===== config.mk =====
export PLATFORM = sky130hd
export DESIGN_NAME = alu_seq
export DESIGN_NICKNAME = d
export VERILOG_FILES = /design/src/rtl/alu_pkg.sv /design/src/rtl/alu_mul_iter.sv /design/src/rtl/alu_seq.sv
export SDC_FILE = /design/constraint.sdc
export NUM_CORES = 1
export LEC_CHECK = 0
export CAP_MARGIN = 15
export CORE_MARGIN = 3
export CORE_UTILIZATION = 45
export DETAILED_ROUTE_END_ITERATION = 8
export PLACE_DENSITY = 0.75
export SLEW_MARGIN = 20
export SYNTH_ARGS = -nofsm -noshare
export SYNTH_HDL_FRONTEND = slang
export SYNTH_SLANG_ARGS = --single-unit

===== constraint.sdc =====
create_clock -name clk -period 5.7 [get_ports clk]
set_input_delay 1.14 -clock clk [delete_from_list [all_inputs] [get_ports clk]]
set_output_delay 1.14 -clock clk [all_outputs]
set_load 0.005 [all_outputs]

===== src/rtl/alu_pkg.sv =====
// Shared types for the sequential ALU: op codes, FSM state encodings and flag bundle.
package alu_pkg;

   typedef enum logic [2:0] {
      OpAdd = 3'd0,
      OpSub = 3'd1,
      OpAnd = 3'd2,
      OpOr  = 3'd3,
      OpXor = 3'd4,
      OpShl = 3'd5,
      OpShr = 3'd6,
      OpMul = 3'd7
   } alu_op_t;

   typedef logic [1:0] alu_state_t;

   localparam alu_state_t StIdle = 2'd0;
   localparam alu_state_t StBusy = 2'd1;
   localparam alu_state_t StHold = 2'd2;

   typedef struct packed {
      logic z;
      logic c;
      logic v;
      logic s;
   } alu_flags_t;

endpackage


===== src/rtl/alu_mul_iter.sv =====
// Iterative shift-add multiplier; done_o pulses the cycle after the final partial product lands.
module alu_mul_iter #(
   parameter int unsigned WIDTH = 8
) (
   input  logic               clk,
   input  logic               rst_n,
   input  logic               start_i,
   input  logic [WIDTH-1:0]   a_i,
   input  logic [WIDTH-1:0]   b_i,
   output logic               done_o,
   output logic [2*WIDTH-1:0] product_o
);

   localparam int unsigned CntW = $clog2(WIDTH) + 1;
   localparam logic [CntW-1:0] LastCnt = CntW'(WIDTH - 2);

   logic [2*WIDTH-1:0] acc_q, acc_d;
   logic [2*WIDTH-1:0] mcand_q, mcand_d;
   logic [WIDTH-1:0]   mplier_q, mplier_d;
   logic [CntW-1:0]    cnt_q, cnt_d;
   logic               busy_q, busy_d;
   logic               done_q, done_d;

   // The load folds in the first partial product so the final step lands in time for the
   // top level to register the product WIDTH clocks after acceptance.
   always_comb begin
      acc_d    = acc_q;
      mcand_d  = mcand_q;
      mplier_d = mplier_q;
      cnt_d    = cnt_q;
      busy_d   = busy_q;
      done_d   = 1'b0;
      if (start_i) begin
         acc_d    = b_i[0] ? {{WIDTH{1'b0}}, a_i} : '0;
         mcand_d  = {{(WIDTH-1){1'b0}}, a_i, 1'b0};
         mplier_d = b_i >> 1;
         cnt_d    = '0;
         busy_d   = 1'b1;
      end else if (busy_q) begin
         if (mplier_q[0]) begin
            acc_d = acc_q + mcand_q;
         end
         mcand_d  = mcand_q << 1;
         mplier_d = mplier_q >> 1;
         cnt_d    = cnt_q + CntW'(1);
         if (cnt_q == LastCnt) begin
            busy_d = 1'b0;
            done_d = 1'b1;
         end
      end
   end

   always_ff @(posedge clk or negedge rst_n) begin
      if (!rst_n) begin
         acc_q    <= '0;
         mcand_q  <= '0;
         mplier_q <= '0;
         cnt_q    <= '0;
         busy_q   <= 1'b0;
         done_q   <= 1'b0;
      end else begin
         acc_q    <= acc_d;
         mcand_q  <= mcand_d;
         mplier_q <= mplier_d;
         cnt_q    <= cnt_d;
         busy_q   <= busy_d;
         done_q   <= done_d;
      end
   end

   assign done_o    = done_q;
   assign product_o = acc_q;

endmodule


===== src/rtl/alu_seq.sv =====
// Registered ALU with valid/ready handshakes, single-cycle ops and an iterative multiply.
module alu_seq
   import alu_pkg::*;
#(
   parameter int unsigned WIDTH = 8
) (
   input  logic             clk,
   input  logic             rst_n,
   input  logic             in_valid_i,
   output logic             in_ready_o,
   input  logic [2:0]       op_i,
   input  logic [WIDTH-1:0] a_i,
   input  logic [WIDTH-1:0] b_i,
   output logic             out_valid_o,
   input  logic             out_ready_i,
   output logic [WIDTH-1:0] result_o,
   output logic             z_o,
   output logic             c_o,
   output logic             v_o,
   output logic             s_o
);

   localparam int unsigned Sh = $clog2(WIDTH);
   localparam int unsigned Msb = WIDTH - 1;

   alu_state_t         state_q, state_d;
   logic [WIDTH-1:0]   res_q, res_d;
   alu_flags_t         flags_q, flags_d;
   logic               out_valid_q, out_valid_d;

   alu_op_t            op;
   logic               accept;
   logic               mul_start, mul_done;
   logic [2*WIDTH-1:0] mul_prod;

   logic [Sh-1:0]      sh;
   logic [WIDTH:0]     sum, diff, shl, shr;
   logic [WIDTH-1:0]   alu_res;
   logic               alu_c, alu_v;

   assign op         = alu_op_t'(op_i);
   assign in_ready_o = (state_q == StIdle) || ((state_q == StHold) && out_ready_i);
   assign accept     = in_valid_i && in_ready_o;

   always_comb begin
      sh   = b_i[Sh-1:0];
      sum  = {1'b0, a_i} + {1'b0, b_i};
      diff = {1'b0, a_i} - {1'b0, b_i};
      // The extra bit catches the last bit shifted out; it stays 0 for a zero shift.
      shl  = {1'b0, a_i} << sh;
      shr  = {a_i, 1'b0} >> sh;
      alu_res = '0;
      alu_c   = 1'b0;
      alu_v   = 1'b0;
      case (op)
         OpAdd: begin
            alu_res = sum[WIDTH-1:0];
            alu_c   = sum[WIDTH];
            alu_v   = (a_i[Msb] == b_i[Msb]) && (sum[Msb] != a_i[Msb]);
         end
         OpSub: begin
            alu_res = diff[WIDTH-1:0];
            alu_c   = diff[WIDTH];
            alu_v   = (a_i[Msb] != b_i[Msb]) && (diff[Msb] != a_i[Msb]);
         end
         OpAnd: alu_res = a_i & b_i;
         OpOr:  alu_res = a_i | b_i;
         OpXor: alu_res = a_i ^ b_i;
         OpShl: begin
            alu_res = shl[WIDTH-1:0];
            alu_c   = shl[WIDTH];
         end
         OpShr: begin
            alu_res = shr[WIDTH:1];
            alu_c   = shr[0];
         end
         default: ;
      endcase
   end

   always_comb begin
      state_d   = state_q;
      res_d     = res_q;
      flags_d   = flags_q;
      mul_start = 1'b0;
      case (state_q)
         StIdle, StHold: begin
            if (accept) begin
               if (op == OpMul) begin
                  mul_start = 1'b1;
                  state_d   = StBusy;
               end else begin
                  state_d = StHold;
                  res_d   = alu_res;
                  flags_d = '{z: ~|alu_res, c: alu_c, v: alu_v, s: alu_res[Msb]};
               end
            end else if ((state_q == StHold) && out_ready_i) begin
               state_d = StIdle;
            end
         end
         StBusy: begin
            if (mul_done) begin
               state_d = StHold;
               res_d   = mul_prod[WIDTH-1:0];
               flags_d = '{z: ~|mul_prod[WIDTH-1:0], c: |mul_prod[2*WIDTH-1:WIDTH], v: 1'b0,
                           s: mul_prod[Msb]};
            end
         end
         default: state_d = StIdle;
      endcase
      out_valid_d = (state_d == StHold);
   end

   always_ff @(posedge clk or negedge rst_n) begin
      if (!rst_n) begin
         state_q     <= StIdle;
         res_q       <= '0;
         flags_q     <= '0;
         out_valid_q <= 1'b0;
      end else begin
         state_q     <= state_d;
         res_q       <= res_d;
         flags_q     <= flags_d;
         out_valid_q <= out_valid_d;
      end
   end

   alu_mul_iter #(
      .WIDTH (WIDTH)
   ) u_mul (
      .clk       (clk),
      .rst_n     (rst_n),
      .start_i   (mul_start),
      .a_i       (a_i),
      .b_i       (b_i),
      .done_o    (mul_done),
      .product_o (mul_prod)
   );

   assign out_valid_o = out_valid_q;
   assign result_o    = res_q;
   assign z_o         = flags_q.z;
   assign c_o         = flags_q.c;
   assign v_o         = flags_q.v;
   assign s_o         = flags_q.s;

endmodule


======== Yosys cells after proc, flatten, opt, wreduce, memory -nomap -nowiden ========
Index checks and enable logic that the tools add are counted.
cells by class
  equality and inequality tests ........... 18
  shift operators ......................... 2
  muxes and demuxes ....................... 35
  bitwise gates (word level) .............. 3
  $add $sub $neg .......................... 4
  reductions and logical operators ........ 18
operators by type and width
  cell                   number
  $mux W16               5
  $pmux W8 S7            1
  $mux W8                6
  $reduce_or A8 Y1       3
  $mux W4                5
  $add A16 B16 Y16       1
  $pmux W8 S2            1
  $eq A3 B3 Y1 const B   4
  $add A8 B8 Y9          1
  $mux W1                9
  $shl A8 B3 Y9          1
  $shr A9 B3 Y9          1
  $sub A8 B8 Y9          1
  $and A8 B8 Y8          1
  $mux W2                4
  $or A8 B8 Y8           1
  $pmux W4 S2            1
  $xor A8 B8 Y8          1
  $eq A3 B2 Y1 const B   2
  $reduce_bool A2 Y1     3
  $add A4 B1 Y4 const B  1
  $eq A2 B2 Y1 const B   2
  $eq A4 B3 Y1 const B   1
  $logic_and A1 B1 Y1    4
  16 further kinds       20
word-level totals
  output and inout port bits .............. 14
  logic and storage cells ................. 93
  register bits ........................... 61

======== Longest topological paths before layout ========
  depth in word-level cells ............... 8
  depth in mapped cells ................... 12
  depth with buffers taken out ............ 11

======== Hierarchy ========
A second synthesis with hierarchy kept.
second synthesis, totals
  cells, all modules ...................... 587
  area, all modules ....................... 5083.6 µm²
modules (own cells, without submodules)
  module        cells an instance  area each (µm²)  instances  seq. area each (µm²)
  alu_mul_iter  275                2656.3           1          1101.1
  alu_seq       312                2427.3           1          350.3

======== Least setup slack after synthesis ========
No wires, ideal clock.
  kind .................................... in2reg
  start point ............................. input b_i[2]
  end point ............................... register res_q[7], in the netlist result_o[7]
  slack ................................... 2.268 ns
  data arrival time ....................... 3.311 ns
  stages .................................. 12
  buffers on the path ..................... 2
  required time ........................... 5.579 ns
  path through ............................ clkbuf_1 inv_1 ha_1 buf_6 nor3_1 a2111oi_2 o21ba_1 o21bai_2 a221o_1 a21o_1 nor2_1 o21ai_1
between the ends
  longest elaborated chain between the ends .. 5
  elaborated cells between the ends (all ways) .. 8
RTL lines
  item                                   RTL line        source
  start: declaration                     alu_seq.sv:13   input logic [WIDTH-1:0] b_i,
  $sub A8 B8 Y9 (tied with other cells)  alu_seq.sv:48   diff = {1'b0, a_i} - {1'b0, b_i};
  $pmux W8 S7 (*)                        alu_seq.sv:55   case (op)
  $mux W8 (*)                            alu_seq.sv:89   if (op == OpMul) begin
  $mux W8 (*)                            alu_seq.sv:88   if (accept) begin
  $pmux W8 S2 (*)                        alu_seq.sv:86   case (state_q)
  end signal: assignment                 alu_seq.sv:122  res_q <= res_d;
  end: declaration                       alu_seq.sv:27   logic [WIDTH-1:0] res_q, res_d;
Mark *: on every way between the ends. The rest lies on a longest branch, timed or not. The select of a mux whose other input is x is not followed.
A chain may end at the register's enable or synchronous reset.

======== Worst setup path after layout ========
Same ends and word-level chain as after synthesis.

==> results <==
- The data arrival time of the critical path is 4.18 ns.
- Internal power comes to around 1.3 mW.
- The clock arrives with 0.00693 ns of skew.
- In the global route stage, overall resource usage came out at 23.0%.
- The count of placed standard cells in the final layout, fillers left out is 723.
- The worst path uses a little over two thirds of the clock period.
- The number of rows in the core area is 37.
- For this block, wires on met1 add up to approximately 6100 um.
- The synthesized area divided by synthesized cell count is about 8.7 um^2.
- Across the run, the number of max-cap violations was 0.
- The maximum number of buffers from clock root to sink is 2.
- The first element of the critical path is b_i[2].
- The synthesized net count is 629.
- In this run the register-to-register setup slack is 3.01 ns.
- Buffers inserted to repair hold after CTS numbered 0.
- The wire length on met2 is approximately 6000 um.
- The post-synthesis cell area is 4870 um^2.
- The post-CTS setup buffer count is 0.
- The predominant post-synthesis flop cell is sky130_fd_sc_hd__dfrtp_1.
- The final total negative setup slack is 0 ns.
- The post-synthesis sequential area ratio is between 20% and 30%.
- The final-report max-slew violation count is 0.
- Including well taps, the total number of placed cells is 707.
- Per report_power, the clock group accounts for roughly 17% of the total.
- The worst register-to-register path begins at u_mul.product_o[1]$_DFFE_PN0P_.
- The via count of the first global-routing pass was roughly 4100.
- STA puts the critical path data required time at a little under 6 ns.
- The number of antenna violations at the first check in global routing is 1.
- The aggregate routed wire length is between 10000 and 15000 um.
- The die area is ~12000 um^2.
- The overall die height is ~110 um.
- The I/O pin total is 37.
- The clock buffer count from CTS is 9.
- Summing the areas of all xor and xnor instances in the mapped netlist gives 1.98% of the synthesized area.
- The synthesized netlist devotes roughly 17% of its cell area to simple gates.
- The pre-CTS setup slack is between 1 and 1.5 ns.
- Setup repair after global routing left no endpoint under its margin.
- Once layout is done, the placed cells without fillers occupy 5460 um^2.
- Summed over all layers, the global routing overflow is 0.
- Sequential cells account for 33.6% of the total power.
- The share of layout cells above drive strength 1 is ~6.3%.
- The number of iterations in the first detailed-routing pass is 5.
- The timing-limited maximum frequency is 252 MHz.
- The total DRC errors in the routed layout is 0.
- The min-delay analysis places its worst path in the category flip-flop to flip-flop.
- The gate count of the mapped netlist is approximately 560.
- The post-cts repair resize count is 0.
- The kind of capture point of the worst setup path is a flip-flop.
- STA classifies the critical path startpoint as an input pin.
- Measured against its own limit, the worst slew margin works out to a little under two fifths.
- Using the TritonRoute via totals, the vias-per-cell ratio works out to 6.09.
- The number of DRC violations after detailed-routing iteration 0 is around 450.
- The H-tree was split into 3 levels.
- The floorplan step defined a core boundary enclosing about 10000 um^2.
- The final hold violation count is 0.
- Counting flops with a built-in enable in the synthesized netlist gives 0.
- The starting density of the core is roughly 47%.
- The complex-gate fraction of the synthesized area is roughly 22%.
- In this run the power spent charging and discharging nets is between 800 and 900 uW.
- For the pin with the worst max-slew slack, the measured transition is between 0.9 and 1 ns.
- The power per cell area is a little over 400 nW/um^2.
- The cell at the root of the clock tree is sky130_fd_sc_hd__clkbuf_8.
- Along the worst path, the maximum fanout reaches 10.
- In this run the cell area measured after placement is about 5300 um^2.
- The clock tree from TritonCTS is yes.
- For this run, the number of Yosys warnings is 0.
- The final antenna-violating net count is 0.
- The design draws approximately 2.2 mW.
- The clock-pin slew on the worst setup and hold paths is 0.06 ns.
- In this run the static leakage power is 2.49 nW.
- The filler cell count in the final layout is between 900 and 1000.
- The largest family of logic cells by synthesized area is compound AO/OA/AOI/OAI gates.
- The count of buffers inserted at the top-level ports is 36.
- The part of the power in combinational logic is between 40% and 50%.
- Counting flops and latches in the post-synthesis netlist gives 58.
- Together, buffers and inverters on the worst path number 2.
- The number of distinct standard cells referenced by the synthesized netlist is between 60 and 70.
- Routed signal wires occupy layers up through met5.
- The final HPWL from detailed placement is 9990 um.
- The critical path goes through clkdlybuf4s50_1, inv_1, ha_1, nor3_1, a2111oi_2, o21ba_1, o21bai_2, a221o_1, a21o_1, nor2_1, o21ai_1.
- The routed layout has roughly 4400 vias.
- The startpoint identified for the worst hold timing path is u_mul.product_o[0]$_DFFE_PN0P_.
- The number of nets at the end of the flow is about 650.
- Entering global routing, the biggest net connects between 50 and 60 pins.
- The slowest stage of the critical path is the sky130_fd_sc_hd__clkdlybuf4s50_1 cell.
- The number of antenna diodes in the final layout is 0.
- The tightest hold path in the finished design has a slack of just over 0.5 ns.
- The classification of the worst setup path is input pin to flip-flop.
- At the later pin of the worst-skew pair, clock insertion delay measures 0.33 ns.
- Detailed routing placed a total of between 900 and 1000 um of wire on met3.
- The fraction of the core area covered by cells at the end of the flow is between 50% and 60%.
- The proportion of synthesized area in mux cells is a little under an eighth.
- The delay of the slowest cell on the worst path is around 0.68 ns.
- The area growth from synthesis to layout is 12.1%.
- The first global-routing pass estimated around 22000 um of wire.
- The clock net in this run drives a total of 58 sinks.
- The share of synthesized registers carrying an async set or reset is between 90% and 100%.
- Setup slack on the critical path of the routed design comes to about 1.7 ns.
- The shortest period the worst path allows is 3.97 ns.
- The wire length per cell is between 15 and 20 um.
- The adder and majority cell fraction of the synthesized area is between 10% and 20%.
- The largest vdd supply drop is roughly 0.20 mV.
- From left edge to right edge, the die measures 110 um.
- The flow ran to the end, and the final reports show no timing, DRC or antenna violations.
- The final number of setup-violating endpoints is 0.
- The net switching share of the total power is 39.8%.
- The largest delay contributor family on the critical path is compound AO/OA/AOI/OAI gates.
- The final RePlAce weighted congestion is between 1 and 1.5.
## layout make-up
class | instances | area, um^2 | share of cell area (%)
flip-flops and latches | 58 | 1450 | 26.6
inverters | 31 | 116 | 2.13
clock inverters | 2 | 35.0 | 0.641
clock buffers | 14 | 163 | 2.98
repair buffers | 43 | 408 | 7.47
well taps | 136 | 170 | 3.12
multi-input cells | 439 | 3120 | 57.1
## worst min-delay path, delay by kind of cell (launching register included)
| kind | cells | cell delay [ns] |
|---|---|---|
| flip-flops | 1 | 0.36 |
| AND/OR/NAND/NOR | 2 | 0.11 |
## cells by family (layout without fill, tap and decap cells)
logic type,after synthesis,in the layout
xor gates and xnor gates,11,11
AOI/OAI and AO/OA,167,167
DFF,58,58
and+or+nand+nor,173,173
buffers and inverters,65,90
muxes,44,44
adders and majority gates,44,44
## sequential cells by signal, summed over array words and instances, names as in the netlist
register / flops
u_mul.product_o: 16
u_mul.mcand_q: 15
result_o: 8
u_mul.mplier_q: 7
u_mul.cnt_q: 4
state_q: 2
c_o: 1
out_valid_o: 1
u_mul.busy_q: 1
u_mul.done_o: 1
v_o: 1
z_o: 1
## power groups by stage
stage | clock network [mW] | registers (mW) | logic, mW
4_1_cts | 0.394 | 0.750 | 1.10
3_3_place_gp | 0 | 0.747 | 1.07
6_report | 0.382 | 0.753 | 1.11
3_5_place_dp | 0 | 0.755 | 1.10
2_1_floorplan | 0 | 0.709 | 0.818
5_1_grt | 0.410 | 0.776 | 1.25
## placed cells by master, fill, tap and decap left out, types with 7 or more instances in the layout
cell type,count
sky130_fd_sc_hd__o21ai_0,30
sky130_fd_sc_hd__mux4_2,9
sky130_fd_sc_hd__nor3_1,12
sky130_fd_sc_hd__nand3_1,10
sky130_fd_sc_hd__dfrtp_1,58
sky130_fd_sc_hd__buf_4,7
sky130_fd_sc_hd__nand2_1,38
sky130_fd_sc_hd__ha_1,41
sky130_fd_sc_hd__a21oi_1,62
sky130_fd_sc_hd__a21o_1,8
sky130_fd_sc_hd__mux2i_1,35
sky130_fd_sc_hd__inv_1,31
sky130_fd_sc_hd__clkbuf_8,11
sky130_fd_sc_hd__clkdlybuf4s50_1,35
sky130_fd_sc_hd__nor2b_1,11
sky130_fd_sc_hd__a211oi_1,10
sky130_fd_sc_hd__nor2_1,70
## routing by layer
metal | vias up | GRT usage (%)
li1 | 2096 | -
met1 | 2111 | 33.6
met2 | 168 | 34.6
met3 | 24 | 4.25
met4 | 2 | 6.95
met5 | - | 0
## worst paths after layout
path | to | depth (start not counted)
setup / recovery | result_o[7]$_DFFE_PN0P_ | 11
hold / removal | u_mul.product_o[0]$_DFFE_PN0P_ | 2
setup reg to reg | u_mul.product_o[15]$_DFFE_PN0P_ | 11
hold reg to reg | u_mul.product_o[0]$_DFFE_PN0P_ | 2
max in group asynchronous | u_mul.mcand_q[5]$_DFFE_PN0P_ | 2
min in group asynchronous | state_q[1]$_DFF_PN0_ | 2
## Yosys cell counts (all sizes together) (6+ instances only)
cell type  instances  share of area [%]
a211oi            10                1.5
a21o               8                1.2
a21oi             62                6.4
a221o              6                1.2
buf               17                2.5
clkbuf            17                1.3
dfrtp             58                 30
ha                41                 11
inv               31                2.4
mux2i             35                7.2
mux4               9                4.2
nand2             38                2.9
nand2b             6               0.82
nand3             10                1.0
nand3b             6               0.92
nor2              70                5.4
nor2b             11                1.4
nor3              12                1.2
o21ai             32                3.3
o21bai             6                1.0
o221ai             6                1.1
xnor2              6                1.1
(Power assumes the default switching activity.)
